--- src/rtl/crc_pkg.sv ---
// Shared types and default constants for the CRC-4 frame packer and generator.
package crc_pkg;

  localparam int unsigned CRC4_WIDTH = 4;
  localparam int unsigned DATA_W     = 12;
  localparam logic [CRC4_WIDTH:0] CRC4_POLY = 5'b10011;

  typedef enum logic [1:0] {
    S_IDLE = 2'd0,
    S_CRC  = 2'd1,
    S_OUT  = 2'd2
  } state_t;

  // Codeword layout at default widths: payload in MSBs, CRC in LSBs.
  typedef struct packed {
    logic [DATA_W-1:0]     data;
    logic [CRC4_WIDTH-1:0] crc;
  } codeword_t;

endpackage

--- src/rtl/crc_generator_seq.sv ---
// Sequential MSB-first CRC generator: one job per start pulse, one-cycle done pulse with crc_out.
module crc_generator_seq
  import crc_pkg::*;
#(
  parameter int unsigned          DATA_WIDTH        = DATA_W,
  parameter int unsigned          CRC_WIDTH         = CRC4_WIDTH,
  parameter logic [CRC_WIDTH:0]   POLY              = CRC4_POLY,
  parameter logic [CRC_WIDTH-1:0] SEED              = '0,
  parameter int unsigned          XOR_OPS_PER_CYCLE = 1
) (
  input  logic                  clk,
  input  logic                  rst_n,
  input  logic                  start,
  input  logic [DATA_WIDTH-1:0] data,
  output logic                  done,
  output logic [CRC_WIDTH-1:0]  crc_out
);

  localparam int unsigned CNT_W = $clog2(DATA_WIDTH + 1);

  logic                  running;
  logic [CNT_W-1:0]      left;
  logic [CNT_W-1:0]      left_nxt;
  logic [DATA_WIDTH-1:0] shreg;
  logic [DATA_WIDTH-1:0] shreg_nxt;
  logic [CRC_WIDTH-1:0]  crc;
  logic [CRC_WIDTH-1:0]  crc_nxt;
  logic                  fb;

  // Up to XOR_OPS_PER_CYCLE LFSR steps this cycle, stopping once all data bits are consumed.
  always_comb begin
    left_nxt  = left;
    shreg_nxt = shreg;
    crc_nxt   = crc;
    fb        = 1'b0;
    for (int unsigned i = 0; i < XOR_OPS_PER_CYCLE; i++) begin
      if (left_nxt != '0) begin
        fb        = shreg_nxt[DATA_WIDTH-1] ^ crc_nxt[CRC_WIDTH-1];
        crc_nxt   = {crc_nxt[CRC_WIDTH-2:0], 1'b0} ^ (fb ? POLY[CRC_WIDTH-1:0] : '0);
        shreg_nxt = {shreg_nxt[DATA_WIDTH-2:0], 1'b0};
        left_nxt  = left_nxt - CNT_W'(1);
      end
    end
  end

  // Job load on start, stepping while running, done pulse on the final step.
  always_ff @(posedge clk or negedge rst_n) begin
    if (!rst_n) begin
      running <= 1'b0;
      left    <= '0;
      shreg   <= '0;
      crc     <= '0;
      done    <= 1'b0;
      crc_out <= '0;
    end else begin
      done <= 1'b0;
      if (!running) begin
        if (start) begin
          shreg   <= data;
          crc     <= SEED;
          left    <= CNT_W'(DATA_WIDTH);
          running <= 1'b1;
        end
      end else begin
        shreg <= shreg_nxt;
        crc   <= crc_nxt;
        left  <= left_nxt;
        if (left_nxt == '0) begin
          running <= 1'b0;
          done    <= 1'b1;
          crc_out <= crc_nxt;
        end
      end
    end
  end

endmodule

--- src/rtl/crc_frame_packer.sv ---
// Accepts data words, runs one CRC job per word and emits {data, crc} codewords.
module crc_frame_packer
  import crc_pkg::*;
#(
  parameter int unsigned          DATA_WIDTH        = DATA_W,
  parameter int unsigned          CRC_WIDTH         = CRC4_WIDTH,
  parameter logic [CRC_WIDTH:0]   POLY              = CRC4_POLY,
  parameter logic [CRC_WIDTH-1:0] SEED              = '0,
  parameter int unsigned          XOR_OPS_PER_CYCLE = 1,
  // Reset value of the delivered-frame counter; nonzero only to exercise wrap quickly.
  parameter logic [15:0]          FRAME_CNT_RESET   = '0
) (
  input  logic                            clk,
  input  logic                            rst_n,
  input  logic                            s_valid,
  output logic                            s_ready,
  input  logic [DATA_WIDTH-1:0]           s_data,
  output logic                            m_valid,
  input  logic                            m_ready,
  output logic [DATA_WIDTH+CRC_WIDTH-1:0] m_data,
  output logic                            busy,
  output logic [15:0]                     frame_cnt
);

  localparam int unsigned CW_W = DATA_WIDTH + CRC_WIDTH;

  state_t                state;
  state_t                state_nxt;
  logic [DATA_WIDTH-1:0] payload;
  logic [DATA_WIDTH-1:0] payload_nxt;
  logic                  m_valid_nxt;
  logic [CW_W-1:0]       m_data_nxt;
  logic [15:0]           frame_cnt_nxt;
  logic                  gen_start;
  logic                  gen_done;
  logic [CRC_WIDTH-1:0]  gen_crc;

  crc_generator_seq #(
    .DATA_WIDTH       (DATA_WIDTH),
    .CRC_WIDTH        (CRC_WIDTH),
    .POLY             (POLY),
    .SEED             (SEED),
    .XOR_OPS_PER_CYCLE(XOR_OPS_PER_CYCLE)
  ) u_gen (
    .clk    (clk),
    .rst_n  (rst_n),
    .start  (gen_start),
    .data   (payload_nxt),
    .done   (gen_done),
    .crc_out(gen_crc)
  );

  // Next-state and datapath decode; done is only honoured in S_CRC.
  always_comb begin
    state_nxt     = state;
    payload_nxt   = payload;
    m_valid_nxt   = m_valid;
    m_data_nxt    = m_data;
    frame_cnt_nxt = frame_cnt;
    gen_start     = 1'b0;
    unique case (state)
      S_IDLE: begin
        if (s_valid) begin
          payload_nxt = s_data;
          gen_start   = 1'b1;
          state_nxt   = S_CRC;
        end
      end
      S_CRC: begin
        if (gen_done) begin
          m_data_nxt  = {payload, gen_crc};
          m_valid_nxt = 1'b1;
          state_nxt   = S_OUT;
        end
      end
      S_OUT: begin
        if (m_ready) begin
          m_valid_nxt   = 1'b0;
          frame_cnt_nxt = frame_cnt + 16'd1;
          state_nxt     = S_IDLE;
        end
      end
      default: state_nxt = S_IDLE;
    endcase
  end

  // State and output registers; s_ready/busy are registered decodes of the next state.
  always_ff @(posedge clk or negedge rst_n) begin
    if (!rst_n) begin
      state     <= S_IDLE;
      payload   <= '0;
      m_valid   <= 1'b0;
      m_data    <= '0;
      frame_cnt <= FRAME_CNT_RESET;
      busy      <= 1'b0;
      s_ready   <= 1'b1;
    end else begin
      state     <= state_nxt;
      payload   <= payload_nxt;
      m_valid   <= m_valid_nxt;
      m_data    <= m_data_nxt;
      frame_cnt <= frame_cnt_nxt;
      busy      <= (state_nxt != S_IDLE);
      s_ready   <= (state_nxt == S_IDLE);
    end
  end

endmodule

--- config.mk ---
export PLATFORM = sky130hd
export DESIGN_NAME = crc_frame_packer
export DESIGN_NICKNAME = d
export VERILOG_FILES = /design/src/rtl/crc_pkg.sv /design/src/rtl/crc_generator_seq.sv /design/src/rtl/crc_frame_packer.sv
export SDC_FILE = /design/constraint.sdc
export NUM_CORES = 1
export LEC_CHECK = 0
export ABC_CLOCK_PERIOD_IN_PS = 3000
export BUFFER_PORTS_ARGS = -buffer_cell sky130_fd_sc_hd__clkbuf_2
export CORE_ASPECT_RATIO = 1.75
export CORE_MARGIN = 2
export CORE_UTILIZATION = 31
export CTS_BUF_LIST = sky130_fd_sc_hd__clkbuf_8
export DETAILED_ROUTE_END_ITERATION = 8
export PLACE_DENSITY = 0.5
export SYNTH_ARGS = -nofsm -noshare
export SYNTH_HDL_FRONTEND = slang
export SYNTH_HIERARCHICAL = 1
export SYNTH_SLANG_ARGS = --single-unit
--- constraint.sdc ---
create_clock -name clk -period 3 [get_ports clk]
set_input_delay 0.45 -clock clk [delete_from_list [all_inputs] [get_ports clk]]
set_output_delay 0.45 -clock clk [all_outputs]
set_load 0.05 [all_outputs]
# [Yosys cells after proc, flatten, opt, wreduce, memory -nomap -nowiden]
# Index checks and enable logic that the tools add are counted.
[word_totals] word_cells=60 in_bits=16 regBits=75 out_inout_bits=35
[classes] n_reduce_logical=12 eq_ne=5 bitwise=2 muxes=26 add_sub_neg=2
[op_table] operator="2-to-1 mux 12 bit" n=5
[op_table] operator="2-to-1 mux 4 bit" n=6
[op_table] operator="adder 16 x 1 -> 16 bit (second input constant)" n=1
[op_table] operator="2-to-1 mux 1 bit" n=9
[op_table] operator="2-to-1 mux 2 bit" n=4
[op_table] operator="AND reduction 2 bit" n=4
[op_table] operator="one-hot mux 2 bit (3 select lines)" n=1
[op_table] operator="nonzero test 2 bit" n=3
[op_table] operator="zero test 2 bit" n=2
[op_table] operator="zero test 4 bit" n=1
[op_table] operator="!= test 2 bit (second input constant)" n=2
[op_table] operator="nonzero test 4 bit" n=1
[op_table] operator="subtractor 4 x 1 -> 4 bit (second input constant)" n=1
[op_table] operator="bitwise XOR 4 bit" n=1
[op_table] operator="AND reduction 3 bit" n=1
[op_table] operator="equality test 2 x 1 -> 1 bit (second input constant)" n=1
[op_table] operator="equality test 2 bit (second input constant)" n=1
[op_table] operator="!= test 2 x 1 -> 1 bit (second input constant)" n=1
[op_table] operator="one-hot mux 1 bit (2 select lines)" n=1
[op_table] operator="bitwise XOR 1 bit" n=1

# [Depth between registers and ports, before layout]
[depth] ltp_word=5 mapped_depth=8 mapped_depth_nobuf=6

# [By module]
# Netlist, hierarchy kept.
[modules_own_cells] mod="crc_frame_packer" cells_per_inst=135 instances=1 area_each_um2=1948.1 seq_area_each_um2=1227.4
[modules_own_cells] mod="crc_generator_seq" cells_per_inst=119 instances=1 area_each_um2=1280.0 seq_area_each_um2=650.6

# [Worst setup path before layout]
# No wires, ideal clock.
[synth_path] path_type="reg2reg" from="reg state[0]" to="reg u_gen.shreg[3]" arrival_time_ps=1826 setup_ps=130 path_slack_ps=1044 required_ps=2870 synth_period_minus_slack_ps=1956 path_stages_with_launch=8 path_buffers=3 path_cell_list="dfrtp_1 -> nor3b_1 -> buf_4 -> clkbuf_1 -> mux2i_4 -> buf_2 -> nand2_1 -> o21ai_0"
[synth_between] elab_chain_len=4 elab_cells_between_ends=7 cone_classes="4 x mux; 3 x reduce/logical"
[synth_lines] item="from (decl)" line="crc_frame_packer.sv:27" text="state_t state;"
[synth_lines] item="from (signal assigned)" line="crc_frame_packer.sv:98" text="state <= state_nxt;"
[synth_lines] item="zero test 2 bit" line="crc_frame_packer.sv:61" text="unique case (state)"
[synth_lines] item="2-to-1 mux 1 bit" line="crc_frame_packer.sv:61"
[synth_lines] item="net gen_start" line="crc_frame_packer.sv:34" text="logic gen_start;"
[synth_lines] item="nonzero test 2 bit (no source line)"
[synth_lines] item="AND reduction 2 bit (no source line)"
[synth_lines] item="to (signal assigned)" line="crc_generator_seq.sv:59" text="shreg <= data;"
[synth_lines] item="to (signal assigned)" line="crc_generator_seq.sv:65" text="shreg <= shreg_nxt;"
[synth_lines] item="to (decl)" line="crc_generator_seq.sv:24" text="logic [DATA_WIDTH-1:0] shreg;"
# The timed path passes the listed nets, and every way through them passes these cells. The select of a mux whose other input is x is not followed.
# A chain may end at the register's enable or synchronous reset.

# [Final worst setup path]
[layout_path] from="reg u_gen.left[0]" to="reg u_gen.shreg[8]"
[layout_between] elab_chain_len=3
[layout_lines] item="from (decl)" line="crc_generator_seq.sv:22" text="logic [CNT_W-1:0] left;"
[layout_lines] item="from (signal assigned)" line="crc_generator_seq.sv:61" text="left <= CNT_W'(DATA_WIDTH);"
[layout_lines] item="from (signal assigned)" line="crc_generator_seq.sv:67" text="left <= left_nxt;"
[layout_lines] item="nonzero test 4 bit" line="crc_generator_seq.sv:37" text="if (left_nxt != '0) begin"
[layout_lines] item="!= test 2 bit (no source line)"
[layout_lines] item="AND reduction 2 bit (no source line)"
# No other way between the ends.

==> key figures <==
Run status
  – Outcome: finished, final reports clean

Worst hold path
  – Hold WC Path Type: input pin to asynchronous set/reset pin

Synthesis
  – Synth warnings: 6
  – Syn Nets: approximately 270
  – EDFF count, synth: 0
  – Synth Area in Simple Gates: 0.1147
  – Register area share after synthesis: 0.5818
  – Largest family of logic cells by synthesized area: multiplexers
  – Synth Instances: approximately 250
  – FF+latch count, synth: 75
  – Synth async-reset ratio: 1.000
  – Post-synth top area cell: dfrtp_1
  – Post-synthesis compound-gate area fraction: 0.05039
  – Post-Synth Adder-Cell Area: 0.007752
  – Primary FF master, synth: dfrtp_1
  – Synth top area cells: dfrtp_1, mux2_2, mux2i_1
  – Post-Syn Area: between 0.003 and 0.004 sq mm
  – Mux contribution to synthesized area: 0.1729
  – Mean Syn Cell Area: around 13 sq um
  – Share of the synthesized area in the top cell type: 0.5736
  – XOR/XNOR share of the synthesized area: 0.04884
  – Post-synth cell types: 43

Routing
  – Routed len/inst: 14.02 um
  – Final wirelength: a little over 6000 um
  – Routed vias: between 2000 and 2500
  – Via-to-Cell Ratio: 4.599
  – Post-DRT Antenna Nets: 0
  – DRT Pass-1 Iters: 4
  – Drt drc: 0
  – Drt initial violations: 69

Clocking
  – CTS H-tree lvls: 3
  – Hold_buf cts: 0
  – # resized after CTS: 0
  – Clock Pin Slew Worst Setup and Hold Paths: 0.07 ns
  – Post CTS Setup Buffer Count: 0
  – CTS Buffer Depth: 2
  – Clk_lat worst skew: 0.35 ns
  – CTS tree: done
  – Cts bufs inserted: 9
  – Clock tree root driver cell: clkbuf_8
  – Sink Count: 75

Layout
  – # fillers: about 1000
  – Most common cell after layout, fill and taps aside: dfrtp_1
  – Diode count: 0
  – Most frequent cells in the layout: dfrtp_1, clkbuf_2, mux2_2
  – Layout cells sized above 1: 0.3631
  – Total Nets Final: around 330
  – P&R area growth vs syn: 20.47%
  – Fin util: 0.3798

Pwr
  – Design Power: approximately 0.0042 W
  – Max VDD drop: 0.3290 mV
  – Power Dens Cells: 1084 mW/mm^2
  – Pleak: around 1.9 nW

Placement
  – Port bufs: 50
  – DPL Wire Length: between 4000 and 5000 um
  – Routability congestion estimate from global placement: roughly 0.8

Worst setup path
  – Crit Path Max Fanout: 23
  – Worst path slowest cell: or3b_1
  – CP Class: register to register
  – CP Capture Type: register
  – Crit path largest cell delay: about 0.53 ns
  – Arrival @ worst endpoint: 2.35 ns
  – Critical path required time: roughly 3.2 ns
  – Cell Chain, Critical Path: inv_1 > ha_1 > or3b_1 > mux2i_4 > o21ai_0
  – CP startpoint kind: register

Floorplanning
  – Full die area: approximately 0.011 sq mm
  – # rows: 49
  – Starting Density: 0.3153
  – Die outline height: ~140 um
  – Core footprint: between 0.01 and 0.015 sq mm
  – Die width: 81.14 um
  – Boundary Pins: 51

Flow run
  – Max_cap viols: 0

Timing
  – Max-Slew Margin vs Limit: 0.3680
  – Final Setup Violations: 0
  – Tmin final: 2.148 ns
  – Least-Margin Pin Slew: 0.9479 ns
  – Final setup TNS: 0 ns
  – Max-slew violation count: 0
  – Final period utilization: 0.7160
  – Maximum clock rate: 465.6 MHz
  – Skew final: about 0.008 ns
  – RSZ-0062 raised after global routing: false
  – Final Hold Fails: 0

Global route
  – Largest net degree at the start of global routing: 76
  – Vias in the first global route: approximately 2100
  – Total Routing Usage GR: 0.1185
  – Total grt overflow: 0
  – First-pass GRT wire length: roughly 10000 um
  – Initial antenna violation count: 0
==> critical path: cells and delay by family (launching register included) <==
| kind | cells | cell delay, ns |
|---|---|---|
| AND/OR/NAND/NOR | 1 | 0.53 |
| multiplexers | 1 | 0.50 |
| flip-flops | 1 | 0.43 |
| adder cells (fa/ha/maj) | 1 | 0.26 |
| AO/OA/AOI/OAI | 1 | 0.19 |
| buffers and inverters | 1 | 0.10 |
==> metal layers <==
layer | global-route usage | routed length [um]
met1 | 0.1242 | 2412
met2 | 0.2075 | 3386
met3 | 0.03646 | 235
met4 | 0.05888 | 149
met5 | 0 | 0
==> worst paths after layout <==
path	from	end	slack, ns	cells past startpoint
setup reg to reg	u_gen/left[0]	u_gen/shreg[8]	0.85	5
hold / removal	rst_n	frame_cnt[15]	0.24	1
setup / recovery	u_gen/left[0]	u_gen/shreg[8]	0.85	5
hold reg to reg	u_gen/shreg[1]	u_gen/shreg[1]	0.49	2
max in group asynchronous	rst_n	u_gen/crc[1]	2.14	1
min in group clk	s_data[2]	payload[2]	0.35	2
==> registers in the layout (all words and copies together) (netlist names) <==
signal and flops:
frame_cnt 16, m_data 16, payload 12, u_gen/shreg 12, u_gen/crc 4, u_gen/crc_out 4, u_gen/left 4, state 2
busy 1, m_valid 1, s_ready 1, u_gen/done 1, u_gen/running 1
==> cell usage after synthesis, drive strengths merged (3+ instances only) <==
library cell  number
inv                6
o21ai             16
nor3b              4
mux2i             17
nor3               3
mux2              33
nor2               9
a21o               3
dfrtp             74
xnor2             13
nand2             26
nand3              8
or2                3
xor2               5
buf                7
nand4              4
==> kinds of logic after synthesis <==
kind of cell             after synthesis
adder cells (fa/ha/maj)                2
XOR/XNOR                              18
AO/OA/AOI/OAI                         27
buffers and inverters                 15
flip-flops                            75
AND/OR/NAND/NOR                       67
multiplexers                          50
==> report_power, final <==
| part | internal [W] | switching (W) | total (W) | leakage [nW] |
|---|---|---|---|---|
| logic | 0.000611 | 0.000932 | 0.00154 | 0.800 |
| clock network | 0.000679 | 0.000368 | 0.00105 | 0.141 |
| registers | 0.00138 | 0.000245 | 0.00162 | 0.944 |
==> cell type report <==
| type | instances | area, sq um | area share |
|---|---|---|---|
| Multi-Input combinational cell | 164 | 1279 | 0.3288 |
| Inverter | 6 | 22.52 | 0.005792 |
| Tap cell | 127 | 158.9 | 0.04086 |
| Clock buffer | 11 | 151.4 | 0.03893 |
| Sequential cell | 75 | 1878 | 0.4829 |
| Timing Repair Buffer | 53 | 275.3 | 0.07079 |
| Clock inverter | 5 | 123.9 | 0.03185 |
==> metrics by stage <==
step,hold WS [ns],setup slack [ns],std cells,cell area [sq um]
final,0.2408,0.8521,441,3889
after global routing,0.3194,0.6239,441,3889
after global placement,0.4640,0.9429,425,3613
after CTS,0.2785,0.8323,441,3889
after floorplan,0.1544,1.044,254,3228
after detailed placement,0.4700,0.8631,425,3613
No activity file was read; power rests on OpenSTA's default activity.
